### config.mk
export PLATFORM = sky130hd
export DESIGN_NAME = fifo_unpack
export DESIGN_NICKNAME = d
export VERILOG_FILES = /design/src/rtl/fifo_unpack.sv
export SDC_FILE = /design/constraint.sdc
export NUM_CORES = 1
export LEC_CHECK = 0
export ABC_AREA = 1
export CORE_MARGIN = 1
export CORE_UTILIZATION = 62
export DETAILED_ROUTE_END_ITERATION = 6
export PLACE_DENSITY = 0.84
export SKIP_LAST_GASP = 1
export SLEW_MARGIN = 20
export SYNTH_ARGS = -nofsm -noshare
export SYNTH_HDL_FRONTEND = slang
export SYNTH_SLANG_ARGS = --single-unit
### constraint.sdc
create_clock -name clk -period 5.65 [get_ports clk]
set_input_delay 1.13 -clock clk [delete_from_list [all_inputs] [get_ports clk]]
set_output_delay 1.13 -clock clk [all_outputs]
set_load 0.01 [all_outputs]
### src/rtl/fifo_unpack.sv
`default_nettype none
// ============================================================================
// Module      : fifo_unpack
// Description : Width-down FIFO. Stores 32-bit words tagged with a
//               valid-nibble count and returns one 4-bit nibble per read.
//               It also has a flush controller that discards stored data.
//               Define FIFO_UNPACK_MSB_FIRST_EN to deliver nibbles MSB first.
// Revision    : 1.0 - initial release
// ============================================================================
module fifo_unpack #(
    parameter int DEPTH  = 4,
    parameter int ADDR_W = 2
) (
    input  logic        clk,
    input  logic        reset,
    input  logic        fifo_wr_valid_i,
    input  logic [31:0] fifo_wr_data_i,
    input  logic [2:0]  fifo_wr_cnt_i,
    input  logic        fifo_rd_valid_i,
    input  logic        fifo_flush_i,
    output logic [3:0]  fifo_rd_data_o,
    output logic        fifo_last_o,
    output logic        fifo_data_avail_o,
    output logic        fifo_flush_done_o,
    output logic        fifo_empty_o,
    output logic        fifo_full_o
);

    localparam logic [ADDR_W:0]   FULL_COUNT = (ADDR_W+1)'(DEPTH);
    localparam logic [ADDR_W:0]   CNT_ONE    = (ADDR_W+1)'(1);
    localparam logic [ADDR_W-1:0] PTR_ONE    = ADDR_W'(1);

    typedef enum logic [1:0] {
        ST_IDLE  = 2'd0,
        ST_FLUSH = 2'd1,
        ST_DONE  = 2'd2
    } state_t;

    state_t              state_q, state_d;
    logic [ADDR_W-1:0]   wr_ptr_q, wr_ptr_d;
    logic [ADDR_W-1:0]   rd_ptr_q, rd_ptr_d;
    logic [ADDR_W:0]     count_q, count_d;
    logic [2:0]          idx_q, idx_d;

    logic [31:0]         mem_data [DEPTH];
    logic [2:0]          mem_cnt  [DEPTH];

    logic [31:0]         head_word;
    logic [2:0]          head_cnt;
    logic [3:0]          head_nib;
    logic                is_idle;
    logic                data_avail;
    logic                full;
    logic                head_last;
    logic                flush_start;
    logic                wr_en;
    logic                rd_en;
    logic                pop;

    assign head_word  = mem_data[rd_ptr_q];
    assign head_cnt   = mem_cnt[rd_ptr_q];
    assign is_idle    = (state_q == ST_IDLE);
    assign full       = (count_q == FULL_COUNT);
    assign data_avail = (count_q != '0) && is_idle;
    assign head_last  = (idx_q == head_cnt);

`ifdef FIFO_UNPACK_MSB_FIRST_EN
    assign head_nib = head_word[5'd31 - {idx_q, 2'b00} -: 4];
`else
    assign head_nib = head_word[{idx_q, 2'b00} +: 4];
`endif

    // A flush request in IDLE wins over any same-cycle read or write.
    assign flush_start = is_idle && fifo_flush_i;
    assign wr_en       = fifo_wr_valid_i && !full && is_idle && !fifo_flush_i;
    assign rd_en       = fifo_rd_valid_i && data_avail && !fifo_flush_i;
    assign pop         = rd_en && head_last;

    assign fifo_data_avail_o = data_avail;
    assign fifo_rd_data_o    = data_avail ? head_nib : 4'h0;
    assign fifo_last_o       = data_avail && head_last;
    assign fifo_flush_done_o = (state_q == ST_DONE);
    assign fifo_empty_o      = (count_q == '0);
    assign fifo_full_o       = full;

    always_comb begin
        state_d = state_q;
        case (state_q)
            ST_IDLE:  if (fifo_flush_i) state_d = ST_FLUSH;
            ST_FLUSH: if (!fifo_flush_i) state_d = ST_DONE;
            ST_DONE:  state_d = ST_IDLE;
            default:  state_d = ST_IDLE;
        endcase
    end

    always_comb begin
        wr_ptr_d = wr_ptr_q;
        rd_ptr_d = rd_ptr_q;
        count_d  = count_q;
        idx_d    = idx_q;
        if (flush_start) begin
            wr_ptr_d = '0;
            rd_ptr_d = '0;
            count_d  = '0;
            idx_d    = '0;
        end else begin
            if (wr_en) begin
                wr_ptr_d = wr_ptr_q + PTR_ONE;
            end
            if (rd_en) begin
                if (head_last) begin
                    idx_d    = '0;
                    rd_ptr_d = rd_ptr_q + PTR_ONE;
                end else begin
                    idx_d = idx_q + 3'd1;
                end
            end
            // Write and pop together leave the occupancy unchanged.
            case ({wr_en, pop})
                2'b10:   count_d = count_q + CNT_ONE;
                2'b01:   count_d = count_q - CNT_ONE;
                default: count_d = count_q;
            endcase
        end
    end

    always_ff @(posedge clk or posedge reset) begin
        if (reset) begin
            state_q  <= ST_IDLE;
            wr_ptr_q <= '0;
            rd_ptr_q <= '0;
            count_q  <= '0;
            idx_q    <= '0;
        end else begin
            state_q  <= state_d;
            wr_ptr_q <= wr_ptr_d;
            rd_ptr_q <= rd_ptr_d;
            count_q  <= count_d;
            idx_q    <= idx_d;
        end
    end

    // Storage carries no reset; the occupancy count guards every access.
    always_ff @(posedge clk) begin
        if (wr_en) begin
            mem_data[wr_ptr_q] <= fifo_wr_data_i;
            mem_cnt[wr_ptr_q]  <= fifo_wr_cnt_i;
        end
    end

endmodule
`default_nettype wire

Yosys cells after proc, flatten, opt, wreduce, memory -nomap -nowiden:

Memory sizes are Yosys's and may differ from the RTL's.
Index checks and enable logic that the tools add are counted.

* logic and storage cells: 57
* memories kept: 2
* memory bits (writable): 140
* bits in registers: 12
* output and inout bits: 9
* input port bits: 40

Memories
* mem_data: words 4, width 32, read ports 1, clocked after memory_dff 0, wr ports 1, line 45 `logic [31:0] mem_data [DEPTH];`
* mem_cnt: words 4, width 3, read ports 1, clocked after memory_dff 0, wr ports 1, line 46 `logic [2:0] mem_cnt [DEPTH];`

* muxes and demuxes: 16
* add/subtract/negate cells: 5
* equal/unequal tests: 8
* shift-type cells: 1
* reduce and logical (&&, ||, !) cells: 20

Operator list (number)
* $shiftx A32 B6 Y4: 1
* $mux W2: 7
* $mux W3: 4
* $logic_and A1 B1 Y1: 9
* $add A3 B1 Y3 const B: 2
* $pmux W3 S2: 1
* $reduce_bool A2 Y1: 3
* $reduce_bool A3 Y1: 2
* $add A2 B1 Y2 const B: 2
* $eq A2 B1 Y1 const B: 2
* $eq A2 B2 Y1 const B: 2
* $mux W4: 1
* $ne A2 B2 Y1 const B: 2
* $pmux W2 S2: 1
* $reduce_and A2 Y1: 2
* $eq A3 B3 Y1: 1
* $eq A3 B3 Y1 const B: 1
* $logic_not A3 Y1: 1
* $sub A3 B1 Y3 const B: 1
* $logic_not A1 Y1: 2
* $logic_not A2 Y1: 1
* $mux W1: 2

Depth between registers and ports, before layout:

Gate-level depths: netlist of run 1.

* word-level depth: 8
* gate-level depth with buffers: 17
* depth with buffers taken out: 16

Least setup slack after synthesis of run 1:

Ideal clock, no wire load.

* kind: input -> register
* start: input port fifo_flush_i
* end: memory mem_cnt[0][0] (enable)
* library setup time: 0.427 ns
* path buffers: 0
* cell stages on the path: 3
* path slack: 2.245 ns
* arrival: 2.978 ns
* required time: 5.223 ns
* cell sequence: inv_1 -> nand4_2 -> nor2_1

* word-level cells in the longest chain between the ends: 4

RTL lines
* start, declared: line 20 `input logic fifo_flush_i,`
* $logic_not A1 Y1
* $logic_and A1 B1 Y1: line 75 `assign wr_en = fifo_wr_valid_i && !full && is_idle && !fifo_flush_i;`
* $mux W1: line 145 `if (wr_en) begin`
* $mux W1 (implied by the code): line 147 `mem_cnt[wr_ptr_q] <= fifo_wr_cnt_i;`
* end, declared: line 46

Every way passes these cells.

Worst setup path after layout of run 1:

* start: register rd_ptr_q[1]
* end: output port fifo_rd_data_o[3]

* word-level cells in the longest chain between the ends: 3

RTL lines
* start, declared: line 41 `logic [ADDR_W-1:0] rd_ptr_q, rd_ptr_d;`
* start signal, assigned: line 137 `rd_ptr_q <= rd_ptr_d;`
* $mem_v2 Z4 W32
* $shiftx A32 B6 Y4: line 70 `assign head_nib = head_word[{idx_q, 2'b00} +: 4];`
* $mux W4: line 80 `assign fifo_rd_data_o = data_avail ? head_nib : 4'h0;`
* end, declared: line 21 `output logic [3:0] fifo_rd_data_o,`

Every way passes these cells.

==> results.py, run 1 <==
metrics = {
    "yosys": {
        "synth_area_um2": 6410,
        "yosysTopAreaCellShare": 0.656,
        "seq_area_frac_synth": 0.703,
        "synthTopCellsByCount": "140 x edfxtp_1, 83 x nor2_1, 48 x o21ai_0, 45 x nand2_1, 32 x o221ai_1",
        "synth_top_cells_by_area": "edfxtp_1 66%, nor2_1 4.9%, dfrtp_1 4.7%",
        "synthesis.nets": 548,
        "synth_top_cell_by_area": "edfxtp_1",
        "synth-edff-count": 140,
        "synth_seq_cells": 152,
        "yosysMostFrequentCell": "edfxtp_1",
        "yosysWarnings": 0,
        "postSynthCellCount": 502,
        "yosys_most_used_dff": "edfxtp_1",
        "avgSynthCellArea_um2": 12.8,
        "synth-async-reset-ratio": 0.0789,
        "yosys.cell_types.count": 31,
    },
    "setup_path": {
        "crit_family": "flip-flops",
        "cp_cell_sequence": "buf_4, o21ai_0, o221ai_1, nand3_1, nand2_1, nor2_1, nor2_1, clkdlybuf4s50_1",
        "worst-path-buf-inv": 2,
        "required_ns": 4.52,
        "crit_fanout": 21,
        "rrSetupSlack_ns": 2.63,
        "worstSetupPathType": "reg -> out",
        "max_stage_delay_ns": 0.97,
        "critical_path.endpoint_type": "output port",
        "crit_top_cell": "nor2_1",
        "crit_path_start_kind": "flop",
        "arrival_ns": 3.32,
        "crit_slowest_cell": "dfrtp_1",
    },
    "clock_tree": {
        "cts_buffer_depth": 2,
        "cts_setup_buffers": 0,
        "cts-resized-gates": 0,
        "cts.htree.levels": 4,
        "postCtsHoldBufs": 0,
        "cts_root_buf": "clkbuf_8",
        "clk_pin_slew_ns": 0.07,
        "cts_tree": "built",
        "cts_buffers": 17,
        "clk_latency_ns": 0.52,
        "cts_sinks": 152,
    },
    "timing": {
        "finalCritPeriodShare": 0.787,
        "setup_violations": 0,
        "grt_setup_unrepaired": "false",
        "worst_pin_slew_ns": 0.948,
        "finalHoldViolCount": 0,
        "finalSetupTns_ns": 0,
        "fin_crit_ns": 4.45,
        "clock_skew_ns": 0.00970,
        "relSlewSlack": 0.368,
        "max_freq_mhz": 225,
        "finalMaxSlewViolations": 0,
    },
    "floorplanning": {
        "std_cell_rows": 36,
        "die_y_um": 104,
        "core_um2": 9910,
        "dieWidth_um": 104,
        "io_pins": 49,
        "fp.dieArea_um2": 10800,
        "initial_core_util": 0.647,
    },
    "grt": {
        "antenna_found_initial": 0,
        "grt.overflow.total": 0,
        "grtUsageMet2": 0.476,
        "busiest_layer": "met2",
        "grt_use_met3": 0.0667,
        "grtUsageTotal": 0.289,
        "grt_pass1_vias": 4323,
        "grt_pass1_wl_um": 22800,
        "grt_max_degree": 72,
        "met1_usage": 0.361,
    },
    "placement": {
        "port_buffers": 48,
        "dp_hpwl_um": 8300,
        "place_congestion": 0.792,
    },
    "power": {
        "power_density_nw_per_um2": 363,
        "p_leak_nw": 2.68,
        "total_power_w": 0.00278,
        "peakVddDrop_mv": 0.305,
    },
    "outcome": {
        "outcome": "completed",
    },
    "drt": {
        "via_per_inst": 6.24,
        "first_iter_violations": 613,
        "drtPass1Iterations": 7,
        "vias": 4324,
        "wire_per_inst_um": 21.2,
        "ant_nets": 0,
        "wl_um": 14700,
        "drc": 0,
    },
    "cells_and_area": {
        "drive_above_1_share": 0.127,
        "area_delta_synth_final_pct": 19.2,
        "fill_cells": 556,
        "fin_nets": 593,
        "diodes": 0,
    },
    "min_path": {
        "hold_path.class": "reg -> reg",
    },
    "flow_run": {
        "maxCapViolCount": 0,
    },
}
final timing paths:
| kind | from | end | cells after the start |
|---|---|---|---|
| worst min-delay path | state_q[0] | state_q[1] | 2 |
| worst max register to register | rd_ptr_q[1] | count_q[2] | 14 |
| worst min register to register | state_q[0] | state_q[1] | 2 |
| max in group asynchronous | reset | rd_ptr_q[0] | 2 |
| worst max-delay path | rd_ptr_q[1] | fifo_rd_data_o[3] | 8 |
| min in group asynchronous | reset | state_q[0] | 2 |
per-layer routing:
layer	vias up	share of wire
li1	1932	-
met1	2071	0.37
met2	285	0.51
met3	36	0.091
met4	0	0.031
met5	-	0
state kept, by name, summed over array words and instances, names as in the netlist:
name / count
mem_data: 128
idx_q: 3
count_q: 3
wr_ptr_q: 2
rd_ptr_q: 2
state_q: 2
mem_cnt: 12
cells by family after synthesis:
group | share of synthesized area
buffers and inverters | 0.0420
adders and majority gates | 0.0129
AOI/OAI and AO/OA | 0.100
xor gates and xnor gates | 0.00273
and+or+nand+nor | 0.140
DFF | 0.703
power by group:
part,internal [W],switching [W],total [W],leakage (nW)
combinational,0.000122,0.000201,0.000322,0.962
sequential,0.00128,0.0000254,0.00130,1.43
clock,0.000704,0.000450,0.00115,0.293
cells in the final DEF (no fill, tap or decap), drive strengths merged:
cell / count
a21oi: 3
buf: 7
bufinv: 3
clkbuf: 20
clkdlybuf4s50: 48
clkinv: 5
clkinvlp: 2
dfrtp: 12
edfxtp: 140
fa: 1
ha: 5
inv: 26
nand2: 55
nand3: 36
nand4: 6
nor2: 88
o21ai: 68
o221ai: 32
o22ai: 1
xnor2: 2
stage by stage:
stage / cell area [um^2] / worst slack, ns / hold WS [ns] / utilization / cells
finish: 7640 / 1.20 / 0.597 / 0.771 / 693
global route: 7640 / 1.01 / 0.626 / 0.771 / 693
CTS: 7560 / 1.29 / 0.598 / 0.763 / 690
detailed placement: 6950 / 1.92 / 0.588 / 0.701 / 658
global placement: 6950 / 1.98 / 0.569 / 0.701 / 658
floorplan: 6410 / 2.24 / 0.530 / - / 502
worst register-to-register path, delay by kind of cell (launching register included):
kind                     cells  cell delay, ns
adder cells (fa/ha/maj)      1            0.38
flip-flops                   1            0.97
XOR/XNOR                     1            0.21
buffers and inverters        3            0.49
AND/OR/NAND/NOR              9            0.85
layout make-up:
cell class                      instances  area (um^2)  area share
Clock buffer                           20          445      0.0583
Clock inverter                         12          166      0.0218
Inverter                               24         97.6      0.0128
Multi-Input combinational cell        297         1670       0.218
Sequential cell                       152         4510       0.590
Tap cell                              133          166      0.0218
Timing Repair Buffer                   55          593      0.0776
Power figures use the tool's default switching activity.
==> run 2, diff against run 1 <==
Settings changed: CORE_UTILIZATION 62 to 58, PLACE_DENSITY 0.84 to 0.79.
Clock period 5.65 ns to 4.6 ns, I/O delays scaled along.
==> run 2 against run 1 <==
Net effect:
- clock power up 10%
- register-to-register slack got worse by 1.1 ns
- worst hold slack got worse by 0.015 ns
- die area grew 6.8%
- largest cell class unchanged
==> results.py, run 2 (synthesized netlist as in run 1, its figures left out) <==
metrics = {
    "min_path": {
        "hold_path.class": "reg -> reg",
    },
    "clock_tree": {
        "cts_tree": "built",
        "cts_sinks": 152,
        "clk_latency_ns": 0.53,
        "postCtsHoldBufs": 0,
        "cts_root_buf": "clkbuf_8",
        "cts.htree.levels": 4,
        "cts-resized-gates": 0,
        "cts_setup_buffers": 0,
        "clk_pin_slew_ns": 0.06,
        "cts_buffers": 17,
        "cts_buffer_depth": 2,
    },
    "cells_and_area": {
        "most-common-layout-cells": "140 x edfxtp_1, 79 x nor2_1, 48 x o21ai_0, 48 x clkdlybuf4s50_1, 45 x nand2_1",
        "fin_nets": 593,
        "final_cells": 699,
        "top_register": "mem_data",
        "stdcell_area_um2": 7510,
        "final_common_cell": "edfxtp_1",
        "diodes": 0,
        "reg_top3": "mem_data x128, mem_cnt x12",
        "finalCoreUtilization": 0.696,
        "area_delta_synth_final_pct": 17.2,
        "largest_reg_flops": 128,
        "drive_above_1_share": 0.116,
    },
    "floorplanning": {
        "fp.dieArea_um2": 11500,
        "std_cell_rows": 38,
        "io_pins": 49,
        "core_um2": 10800,
        "dieWidth_um": 107,
        "die_y_um": 107,
        "initial_core_util": 0.594,
    },
    "grt": {
        "grt.overflow.total": 0,
        "grt_pass1_vias": 4235,
        "grt_pass1_wl_um": 21700,
        "antenna_found_initial": 0,
        "grtUsageTotal": 0.267,
        "grt_max_degree": 72,
    },
    "setup_path": {
        "critical_path.endpoint_type": "output port",
        "required_ns": 3.68,
        "arrival_ns": 3.32,
        "crit_fanout": 44,
        "crit_path_start_kind": "flop",
        "rrSetupSlack_ns": 1.57,
        "worstSetupPathType": "reg -> out",
    },
    "timing": {
        "finalMaxSlewViolations": 0,
        "max_freq_mhz": 236,
        "fin_crit_ns": 4.24,
        "finalCritPeriodShare": 0.922,
        "grt_setup_unrepaired": "false",
        "worst_pin_slew_ns": 0.828,
        "final.setup.worst_slack_ns": 0.358,
        "finalHoldViolCount": 0,
        "relSlewSlack": 0.448,
        "setup_violations": 0,
        "clock_skew_ns": 0.00573,
        "finalSetupTns_ns": 0,
    },
    "power": {
        "power_density_nw_per_um2": 432,
        "p_leak_nw": 2.63,
        "peakVddDrop_mv": 0.301,
    },
    "placement": {
        "dp_hpwl_um": 7680,
        "placed_area_um2": 6980,
        "dp_cells": 668,
        "place_congestion": 0.761,
        "pre_cts_ws_ns": 0.959,
        "port_buffers": 48,
    },
    "drt": {
        "drc": 0,
        "vias": 4237,
        "via_per_inst": 6.06,
        "wire_per_inst_um": 19.8,
        "ant_nets": 0,
        "first_iter_violations": 530,
        "drtPass1Iterations": 5,
        "wl_um": 13800,
    },
    "outcome": {
        "outcome": "completed",
    },
    "flow_run": {
        "maxCapViolCount": 0,
    },
}
run 2: cell types whose count changed in the layout (fill, tap and decap cells not counted), moves of 3 or more:
cell      change
clkinv_2      +4
buf_16        -3
clkinv_4      -3
clkinv_1      +3
inv_6         -3
buf_4         +3
run 2: routing by layer:
layer	track usage	routed length (um)
met1	0.327	5270
met2	0.447	7150
met3	0.0632	1160
met4	0.128	250
met5	0	0
run 2: path summary, 6_finish.rpt:
| path | cells past startpoint | startpoint | endpoint |
|---|---|---|---|
| setup / recovery | 8 | rd_ptr_q[0] | fifo_rd_data_o[0] |
| hold reg to reg | 2 | count_q[1] | count_q[1] |
| max in group asynchronous | 2 | reset | rd_ptr_q[0] |
| setup reg to reg | 16 | rd_ptr_q[0] | count_q[2] |
| hold / removal | 2 | count_q[1] | count_q[1] |
| min in group asynchronous | 2 | reset | state_q[1] |
run 2: layout make-up:
type,count,area [um^2]
sequential,152,4510
fill,749,3280
multi-input combinational,297,1670
timing repair buffer,55,533
clock buffer,20,425
tap,140,175
clock inverter,11,108
inverter,24,97.6
run 2: per-stage QoR:
step	total power, W	hold WS (ns)
global placement	0.00199	0.568
detailed placement	0.00200	0.574
finish	0.00325	0.582
floorplan	0.00185	0.530
global route	0.00335	0.635
CTS	0.00326	0.590
run 2: worst max-delay path, stage by stage, from the launching register on:
cell and delay [ns]:
dfrtp_2 0.89, buf_4 0.45, o21ai_0 0.15, o221ai_1 0.27
nand3_1 0.10, nand2_1 0.13, nor2_1 0.05, nor2_1 0.16
clkdlybuf4s50_1 0.56
run 2: power breakdown:
| part | total, W | switching (W) | internal [W] | leakage (nW) |
|---|---|---|---|---|
| combinational | 0.000383 | 0.000240 | 0.000143 | 0.944 |
| sequential | 0.00160 | 0.0000304 | 0.00157 | 1.43 |
| clock | 0.00127 | 0.000507 | 0.000759 | 0.261 |
